$ cat src/rtl/reg_file_if.sv
// reg_file_if: decode/write-back bus of the register file.
//   master : pipeline side -- drives read addresses, write-back and issue requests.
//   slave  : register file -- returns read data, pending flags and the pending count.
//   read_addr_*/read_value_*/read_pending_* : two combinational decode read ports.
//   write_enable/write_addr/write_value     : one write-back per cycle.
//   issue_enable/issue_dest                 : marks a destination as having an in-flight producer.
//   pending_count                           : registered number of pending registers.
interface reg_file_if #(
    parameter int REG_NUM        = 32,
    parameter int REG_ADDR_WIDTH = 5,
    parameter int WORD_WIDTH     = 32
);
    localparam int COUNT_WIDTH = $clog2(REG_NUM + 1);
    logic [REG_ADDR_WIDTH-1:0] read_addr_left;
    logic [REG_ADDR_WIDTH-1:0] read_addr_right;
    logic [WORD_WIDTH-1:0]     read_value_left;
    logic [WORD_WIDTH-1:0]     read_value_right;
    logic                      read_pending_left;
    logic                      read_pending_right;
    logic                      write_enable;
    logic [REG_ADDR_WIDTH-1:0] write_addr;
    logic [WORD_WIDTH-1:0]     write_value;
    logic                      issue_enable;
    logic [REG_ADDR_WIDTH-1:0] issue_dest;
    logic [COUNT_WIDTH-1:0]    pending_count;

    modport master (
        output read_addr_left, read_addr_right,
        output write_enable, write_addr, write_value,
        output issue_enable, issue_dest,
        input  read_value_left, read_value_right,
        input  read_pending_left, read_pending_right,
        input  pending_count
    );

    modport slave (
        input  read_addr_left, read_addr_right,
        input  write_enable, write_addr, write_value,
        input  issue_enable, issue_dest,
        output read_value_left, read_value_right,
        output read_pending_left, read_pending_right,
        output pending_count
    );
endinterface

$ cat src/rtl/reg_file.sv
// reg_file: MIPS general-purpose register file with a pending-write scoreboard.
//   clk : pipeline clock, all state updates on the rising edge.
//   rst : asynchronous active-high reset; clears registers, pending bits and count.
//   bus : reg_file_if.slave -- two combinational read ports with pending flags,
//         one write-back port, one issue port and the registered pending count.
// Register 0 reads as zero, ignores writes and is never pending.
// Optional macro REG_FILE_BYPASS_EN: same-cycle write-back is forwarded to the
// read ports, and a forwarded read reports not-pending unless re-issued this cycle.
module reg_file #(
    parameter int REG_NUM        = 32,
    parameter int REG_ADDR_WIDTH = 5,
    parameter int WORD_WIDTH     = 32
) (
    input logic        clk,
    input logic        rst,
    reg_file_if.slave  bus
);
    localparam int COUNT_WIDTH = $clog2(REG_NUM + 1);

    logic [WORD_WIDTH-1:0]  regs [REG_NUM];
    logic [REG_NUM-1:0]     pending;
    logic [REG_NUM-1:0]     pending_next;
    logic [COUNT_WIDTH-1:0] count;
    logic [COUNT_WIDTH-1:0] count_next;
    logic                   write_live;

    assign write_live = bus.write_enable && bus.write_addr != '0;

    // Issue sets, write-back clears; an issue in the same cycle wins because
    // the newer producer is still outstanding. The count is taken from the
    // next-state bits so it moves on the same edge.
    always_comb begin
        pending_next = '0;
        count_next   = '0;
        for (int r = 1; r < REG_NUM; r++) begin
            pending_next[r] = (bus.issue_enable && bus.issue_dest == REG_ADDR_WIDTH'(r)) ||
                              (pending[r] && !(bus.write_enable && bus.write_addr == REG_ADDR_WIDTH'(r)));
            count_next      = count_next + COUNT_WIDTH'(pending_next[r]);
        end
    end

    always_ff @(posedge clk or posedge rst) begin
        if (rst) begin
            pending <= '0;
            count   <= '0;
        end else begin
            pending <= pending_next;
            count   <= count_next;
        end
    end

    always_ff @(posedge clk or posedge rst) begin
        if (rst) begin
            for (int i = 0; i < REG_NUM; i++) regs[i] <= '0;
        end else if (write_live) begin
            regs[bus.write_addr] <= bus.write_value;
        end
    end

    assign bus.pending_count = count;

`ifdef REG_FILE_BYPASS_EN
    logic fwd_left;
    logic fwd_right;
    logic reissue_left;
    logic reissue_right;

    assign fwd_left      = write_live && bus.write_addr == bus.read_addr_left;
    assign fwd_right     = write_live && bus.write_addr == bus.read_addr_right;
    assign reissue_left  = bus.issue_enable && bus.issue_dest == bus.read_addr_left;
    assign reissue_right = bus.issue_enable && bus.issue_dest == bus.read_addr_right;

    always_comb begin
        bus.read_value_left    = bus.read_addr_left == '0 ? '0 :
                                 fwd_left ? bus.write_value : regs[bus.read_addr_left];
        bus.read_value_right   = bus.read_addr_right == '0 ? '0 :
                                 fwd_right ? bus.write_value : regs[bus.read_addr_right];
        bus.read_pending_left  = bus.read_addr_left != '0 &&
                                 (fwd_left ? reissue_left : pending[bus.read_addr_left]);
        bus.read_pending_right = bus.read_addr_right != '0 &&
                                 (fwd_right ? reissue_right : pending[bus.read_addr_right]);
    end
`else
    always_comb begin
        bus.read_value_left    = bus.read_addr_left == '0 ? '0 : regs[bus.read_addr_left];
        bus.read_value_right   = bus.read_addr_right == '0 ? '0 : regs[bus.read_addr_right];
        bus.read_pending_left  = bus.read_addr_left != '0 && pending[bus.read_addr_left];
        bus.read_pending_right = bus.read_addr_right != '0 && pending[bus.read_addr_right];
    end
`endif
endmodule

$ cat src/flat_wrapper.sv
// flat-port wrapper written by rule: the top's interface ports become plain ports
module reg_file_flat 
#(
    parameter int REG_NUM        = 32,
    parameter int REG_ADDR_WIDTH = 5,
    parameter int WORD_WIDTH     = 32
)
  (clk, rst, bus_read_addr_left, bus_read_addr_right, bus_write_enable, bus_write_addr, bus_write_value, bus_issue_enable, bus_issue_dest, bus_read_value_left, bus_read_value_right, bus_read_pending_left, bus_read_pending_right, bus_pending_count);
  reg_file_if #(.REG_NUM(REG_NUM), .REG_ADDR_WIDTH(REG_ADDR_WIDTH), .WORD_WIDTH(WORD_WIDTH)) bus_i ();
  input logic clk;
  input logic rst;
  input wire logic [$bits(bus_i.read_addr_left)-1:0] bus_read_addr_left;
  input wire logic [$bits(bus_i.read_addr_right)-1:0] bus_read_addr_right;
  input wire logic [$bits(bus_i.write_enable)-1:0] bus_write_enable;
  input wire logic [$bits(bus_i.write_addr)-1:0] bus_write_addr;
  input wire logic [$bits(bus_i.write_value)-1:0] bus_write_value;
  input wire logic [$bits(bus_i.issue_enable)-1:0] bus_issue_enable;
  input wire logic [$bits(bus_i.issue_dest)-1:0] bus_issue_dest;
  output wire logic [$bits(bus_i.read_value_left)-1:0] bus_read_value_left;
  output wire logic [$bits(bus_i.read_value_right)-1:0] bus_read_value_right;
  output wire logic [$bits(bus_i.read_pending_left)-1:0] bus_read_pending_left;
  output wire logic [$bits(bus_i.read_pending_right)-1:0] bus_read_pending_right;
  output wire logic [$bits(bus_i.pending_count)-1:0] bus_pending_count;
  assign bus_i.read_addr_left = bus_read_addr_left;
  assign bus_i.read_addr_right = bus_read_addr_right;
  assign bus_i.write_enable = bus_write_enable;
  assign bus_i.write_addr = bus_write_addr;
  assign bus_i.write_value = bus_write_value;
  assign bus_i.issue_enable = bus_issue_enable;
  assign bus_i.issue_dest = bus_issue_dest;
  assign bus_read_value_left = bus_i.read_value_left;
  assign bus_read_value_right = bus_i.read_value_right;
  assign bus_read_pending_left = bus_i.read_pending_left;
  assign bus_read_pending_right = bus_i.read_pending_right;
  assign bus_pending_count = bus_i.pending_count;
  reg_file #(.REG_NUM(REG_NUM), .REG_ADDR_WIDTH(REG_ADDR_WIDTH), .WORD_WIDTH(WORD_WIDTH)) u_core (.clk(clk), .rst(rst), .bus(bus_i));
endmodule
$ cat config.mk
export PLATFORM = sky130hd
export DESIGN_NAME = reg_file_flat
export DESIGN_NICKNAME = d
export VERILOG_FILES = /design/src/rtl/reg_file_if.sv /design/src/rtl/reg_file.sv /design/src/flat_wrapper.sv
export SDC_FILE = /design/constraint.sdc
export NUM_CORES = 2
export LEC_CHECK = 0
export CAP_MARGIN = 20
export CORE_ASPECT_RATIO = 0.75
export CORE_MARGIN = 2
export CORE_UTILIZATION = 67
export CTS_BUF_LIST = sky130_fd_sc_hd__clkbuf_8
export CTS_CLUSTER_SIZE = 12
export DETAILED_ROUTE_END_ITERATION = 8
export DONT_BUFFER_PORTS = 1
export GPL_TIMING_DRIVEN = 0
export PLACE_DENSITY = 0.83
export SLEW_MARGIN = 15
export SYNTH_ARGS = -nofsm -noshare
export SYNTH_HDL_FRONTEND = slang
export SYNTH_SLANG_ARGS = --single-unit
$ cat constraint.sdc
create_clock -name clk -period 50.3 [get_ports clk]
set_input_delay 10.06 -clock clk [delete_from_list [all_inputs] [get_ports clk]]
set_output_delay 10.06 -clock clk [all_outputs]
set_load 0.02 [all_outputs]
After elaboration in Yosys (flattened, before gate mapping):

Index checks and enable logic that the tools add are counted.

* word-level logic and storage cells: 314
* output and inout bits: 72
* bits of input ports: 56
* bits in registers: 1061

* add/subtract/negate cells: 30
* bitwise logic cells: 3
* magnitude comparators: 6
* muxes and demuxes: 15
* equal/unequal tests: 62
* reductions and logical operators: 164

Operators by type and width (number)
* 1024-bit bitwise mux: 1
* 32-bit binary-select mux with 5-bit select: 2
* 32-bit 2-to-1 mux: 7
* 6-bit by 1-bit adder with 6-bit output: 29
* 32-bit demux with 5-bit select: 1
* 5-bit == test (second input constant): 32
* 1-bit logical AND: 97
* 5-bit by 4-bit == test with 1-bit output (second input constant): 16
* 5-bit by 3-bit == test with 1-bit output (second input constant): 8
* 1-bit zero test: 31
* 1-bit logical OR: 31
* 5-bit by 2-bit == test with 1-bit output (second input constant): 4
* 6-bit greater-or-equal comparator (second input constant): 3
* 5-bit NOT with 6-bit output: 3
* 5-bit nonzero test: 3
* 5-bit by 6-bit less-than comparator with 1-bit output (second input constant): 2
* 1-bit binary-select mux with 5-bit select: 2
* 5-bit by 1-bit == test with 1-bit output (second input constant): 2
* 5-bit zero test: 2
* 6-bit by 1-bit less-than comparator with 1-bit output (second input constant): 1
* 1-bit by 1-bit adder with 2-bit output: 1
* 1-bit 2-to-1 mux: 2

Depth between registers and ports, before layout:

* depth after elaboration: 35
* depth in mapped cells: 21
* depth with buffers taken out: 19

Worst setup path after synthesis:

Ideal clock, no wire load.

* path kind: input to output
* from: in bus_read_addr_right[1]
* to: out bus_read_value_right[10]
* buffers on the path: 4
* arrival time: 11.658 ns
* required time: 40.240 ns
* cell stages on the path: 8
* path slack: 28.582 ns
* cell sequence: buf_6 > buf_12 > nor2b_4 > buf_6 > buf_6 > a221oi_2 > o21ai_1 > a311oi_1

* longest elaborated chain between the ends: 5
* elaborated cells on any way between the ends: 6
* classes of those cells: mux (4); bitwise (1); reduce/logical (1)

RTL lines
* start, declared: line flat_wrapper.sv:13 `input wire logic [$bits(bus_i.read_addr_right)-1:0] bus_read_addr_right;`
* 5-bit NOT with 6-bit output (implied by the code): line reg_file.sv:86 `bus.read_value_right = bus.read_addr_right == '0 ? '0 : regs[bus.read_addr_right];`
* 32-bit binary-select mux with 5-bit select: line reg_file.sv:86
* 32-bit 2-to-1 mux (implied by the code) (2 in a row): line reg_file.sv:86
* 32-bit 2-to-1 mux *: line reg_file.sv:86
* end, declared: line flat_wrapper.sv:20 `output wire logic [$bits(bus_i.read_value_right)-1:0] bus_read_value_right;`

Mark *: on every way between the ends. The rest lies on a longest branch, timed or not. The select of a mux whose other input is x is not followed.

Final worst setup path:

* from: in bus_read_addr_left[0]
* to: out bus_read_value_left[7]

* longest elaborated chain between the ends: 5
* elaborated cells on any way between the ends: 6
* classes of those cells: mux (4); bitwise (1); reduce/logical (1)

RTL lines
* start, declared: line flat_wrapper.sv:12 `input wire logic [$bits(bus_i.read_addr_left)-1:0] bus_read_addr_left;`
* 5-bit NOT with 6-bit output (implied by the code): line reg_file.sv:85 `bus.read_value_left = bus.read_addr_left == '0 ? '0 : regs[bus.read_addr_left];`
* 32-bit binary-select mux with 5-bit select: line reg_file.sv:85
* 32-bit 2-to-1 mux (implied by the code) (2 in a row): line reg_file.sv:85
* 32-bit 2-to-1 mux *: line reg_file.sv:85
* end, declared: line flat_wrapper.sv:19 `output wire logic [$bits(bus_i.read_value_left)-1:0] bus_read_value_left;`

Marks and branches as above.

==> run_results.csv <==
group,metric,value,unit
power_and_ir_drop,switching_power,0.0009047,W
cts,cts_max_level,4,
drt,first_pass_iters,8,
setup_path,cp_max_fo,10,
synthesis,synth_top_area_frac,0.4567,
min_path,holdPathEnd,"u_core.regs[1002]$_DFFE_PP0P_",
setup_path,endpoint_kind,"primary output",
drt,drt_iter0_drc,6558,
cts,cts.reportedPaths.clkPinSlew,0.06,ns
timing,hold_viol_final,0,
cts,clkSinkCount,1061,
synthesis,ys_seq_area_frac,0.4567,
global_route,antenna_found_initial,8,
final_layout,final_cells,5316,
drt,ant_nets,0,
floorplan,rows,93,
timing,worst_pin_slew,1.336,ns
setup_path,reg2reg_slack,44.99,ns
timing,rsz0062_at_grt,"false",
cts,clock_latency,0.95,ns
floorplan,ios,128,
timing,relSlewSlack,0.1086,
power_and_ir_drop,p_per_area,43.28,nW/um^2
power_and_ir_drop,irDropWorstVdd,123.2,uV
global_route,grt_max_degree,110,
min_path,worstHoldStart,"u_core.regs[1002]$_DFFE_PP0P_",
run,cap_violations,0,
setup_path,r2r_cells,17,
synthesis,ys_types,54,
floorplan,die_h,259.1,um
final_layout,postLayoutCoreUtil,0.7377,
min_path,hold_depth,1,
place,hpwl,144300,um
synthesis,syn-mean-instance-area,15.02,um^2
global_route,grt.total_usage,0.4852,
cts,cts_hold_buf,0,
drt,wire_per_inst,39.98,um
synthesis,yosys.area.top_type,"dfrtp_1",
synthesis,async_reset_ff_frac,1.000,
synthesis,synth_area_leaders,"dfrtp_1, mux2_2, mux4_2",
synthesis,syn_nets,3958,
synthesis,synth_edf_count,0,
setup_path,arrival,13.80,ns
place,io_buffers,0,
final_layout,area_growth,8.968,%
outcome,outcome,"complete, no violations",
final_layout,drive_above_1_share,0.4724,
timing,setup_viol,0,
setup_path,worstSetupPathType,"in2out",
synthesis,yosys_warnings,0,
floorplan,start_util,0.6770,
floorplan,fp.dieW,344.1,um
setup_path,timing.rr.end,"u_core.bus.pending_count[4]$_DFF_PP0_",
drt,drc,0,
synthesis,yosys_register_bits,1061,
drt,viasPerCell,7.895,
timing,fmax,41.91,MHz
setup_path,cp.required,40.24,ns
drt,via_count,41970,
setup_path,startpoint_type,"input pin",
floorplan,die-area,89170,um^2
cts,cts-root-buf,"clkbuf_8",
timing,fin_worst_skew,0.05660,ns
place,gp_congestion,1.013,
power_and_ir_drop,power_frac_clock,0.274,
cts,cts_setup_buffers,0,
global_route,grt_pass1_wl,299300,um
power_and_ir_drop,p_leak,28.24,nW
synthesis,ys_top_cells_by_count,"dfrtp_1, mux2_2, mux4_2",
cts,cts_tree,"built",
drt,routed_wirelength,212500,um
synthesis,syn_area,58140,um^2
cts,clockBufferDepth,3,
timing,finalCriticalPeriod,23.86,ns
power_and_ir_drop,seqPwrFrac,0.422,
min_path,worstHoldPathType,"reg2reg",
cts,cts_buffers,164,
floorplan,coreArea,85870,um^2
place,dp.cells,5029,
timing,drv_slew,0,
power_and_ir_drop,p_int,0.001837,W
power_and_ir_drop,swShare,0.3300,
global_route,grt_pass1_vias,41380,
cts,cts_resized,0,
synthesis,yosysMostFrequentCell,"dfrtp_1",
final_layout,nets,4145,
timing,fin_crit_sh,0.4743,
synthesis,postSynthCellCount,3870,
setup_path,r2r-start,"u_core.pending[1]$_DFF_PP0_",
power_and_ir_drop,combPwrFrac,0.304,
global_route,grt-ovfl-total,0,
synthesis,ys.flop_type,"dfrtp_1",
-- flip-flops by register name (all words and copies together) (netlist names) --
name                      count
u_core.bus.pending_count      6
u_core.regs                1024
u_core.pending               31
-- metrics by stage --
step | hold slack [ns] | setup TNS, ns | total power (W) | setup WS, ns | instance area [um^2]
after floorplan | 0.4385 | 0 | 0.001745 | 10.37 | 58140
after global placement | 0.4544 | -548.72 | 0.001912 | -0.6732 | 59560
after detailed placement | 0.4623 | 0 | 0.001959 | 26.90 | 60020
after CTS | 0.4803 | 0 | 0.002707 | 26.89 | 63290
after global routing | 0.4994 | 0 | 0.002850 | 26.57 | 63330
final | 0.4792 | 0 | 0.002742 | 26.44 | 63350
-- worst max path at each step --
stage	from	endpoint	cells after the start
floorplan	rst	u_core.bus.pending_count[0]$_DFF_PP0_	1
global placement	rst	u_core.regs[525]$_DFFE_PP0P_	1
detailed placement	bus_read_addr_left[0]	bus_read_value_left[23]	7
CTS	bus_read_addr_left[0]	bus_read_value_left[23]	7
global route	bus_read_addr_left[0]	bus_read_value_left[13]	7
finish	bus_read_addr_left[0]	bus_read_value_left[7]	7
-- power by group through the flow --
stage                     Sequential, W  Combinational, W  Clock [W]
after global routing            0.00117          0.000897   0.000782
after detailed placement        0.00116          0.000798          0
after CTS                       0.00115          0.000819   0.000741
after floorplan                 0.00112          0.000625          0
after global placement          0.00115          0.000761          0
final                           0.00116          0.000834   0.000751
-- cell families after synthesis --
group | count (synthesis) | synth area share
adders and majority gates | 32 | 0.009857
buffers and inverters | 496 | 0.04606
muxes | 1652 | 0.4112
DFF | 1061 | 0.4567
AOI/OAI and AO/OA | 419 | 0.05673
and+or+nand+nor | 207 | 0.01898
xor gates and xnor gates | 3 | 0.0004520
-- layer usage --
| layer | track usage | share of wire | wire length, um | up-vias |
|---|---|---|---|---|
| met1 | 0.6268 | 0.35 | 73720 | 21650 |
| met3 | 0.2742 | 0.18 | 37830 | 1031 |
| met5 | 0.02618 | 0.0022 | 475 | - |
| met2 | 0.6324 | 0.40 | 85020 | 3880 |
| met4 | 0.2913 | 0.073 | 15490 | 13 |
| li1 | - | - | - | 15400 |
-- cells in the final DEF, fill, tap and decap left out, drive strengths merged, types with 8 or more instances in the layout --
master      n
a22o       15
a211oi     64
ha          9
buf       288
dfrtp    1061
mux2i     132
nor2b      77
a311oi     66
nor2       16
a221oi     43
diode       8
inv       106
o2111ai    23
mux2     1060
clkinv      9
nand2      83
a22oi      78
clkbuf    382
o21ai     112
fa         23
mux4      460
-- final cells by class --
cell class | count | area, um^2
multi-input cells | 2313 | 28950
diodes | 8 | 20.02
repair buffers | 21 | 444.2
fillers | 5393 | 22530
well taps | 1140 | 1426
clock inverters | 74 | 478.0
plain buffers | 446 | 2494
clock buffers | 203 | 2794
inverters | 50 | 195.2
flip-flops and latches | 1061 | 26550
-- worst max-delay path, stage by stage --
cell	delay (ns)
buf_4	0.37
inv_1	0.21
buf_4	0.31
nor2_1	0.92
buf_2	0.69
a22oi_1	0.17
a311oi_1	1.03
No activity file was read; power rests on OpenSTA's default activity.
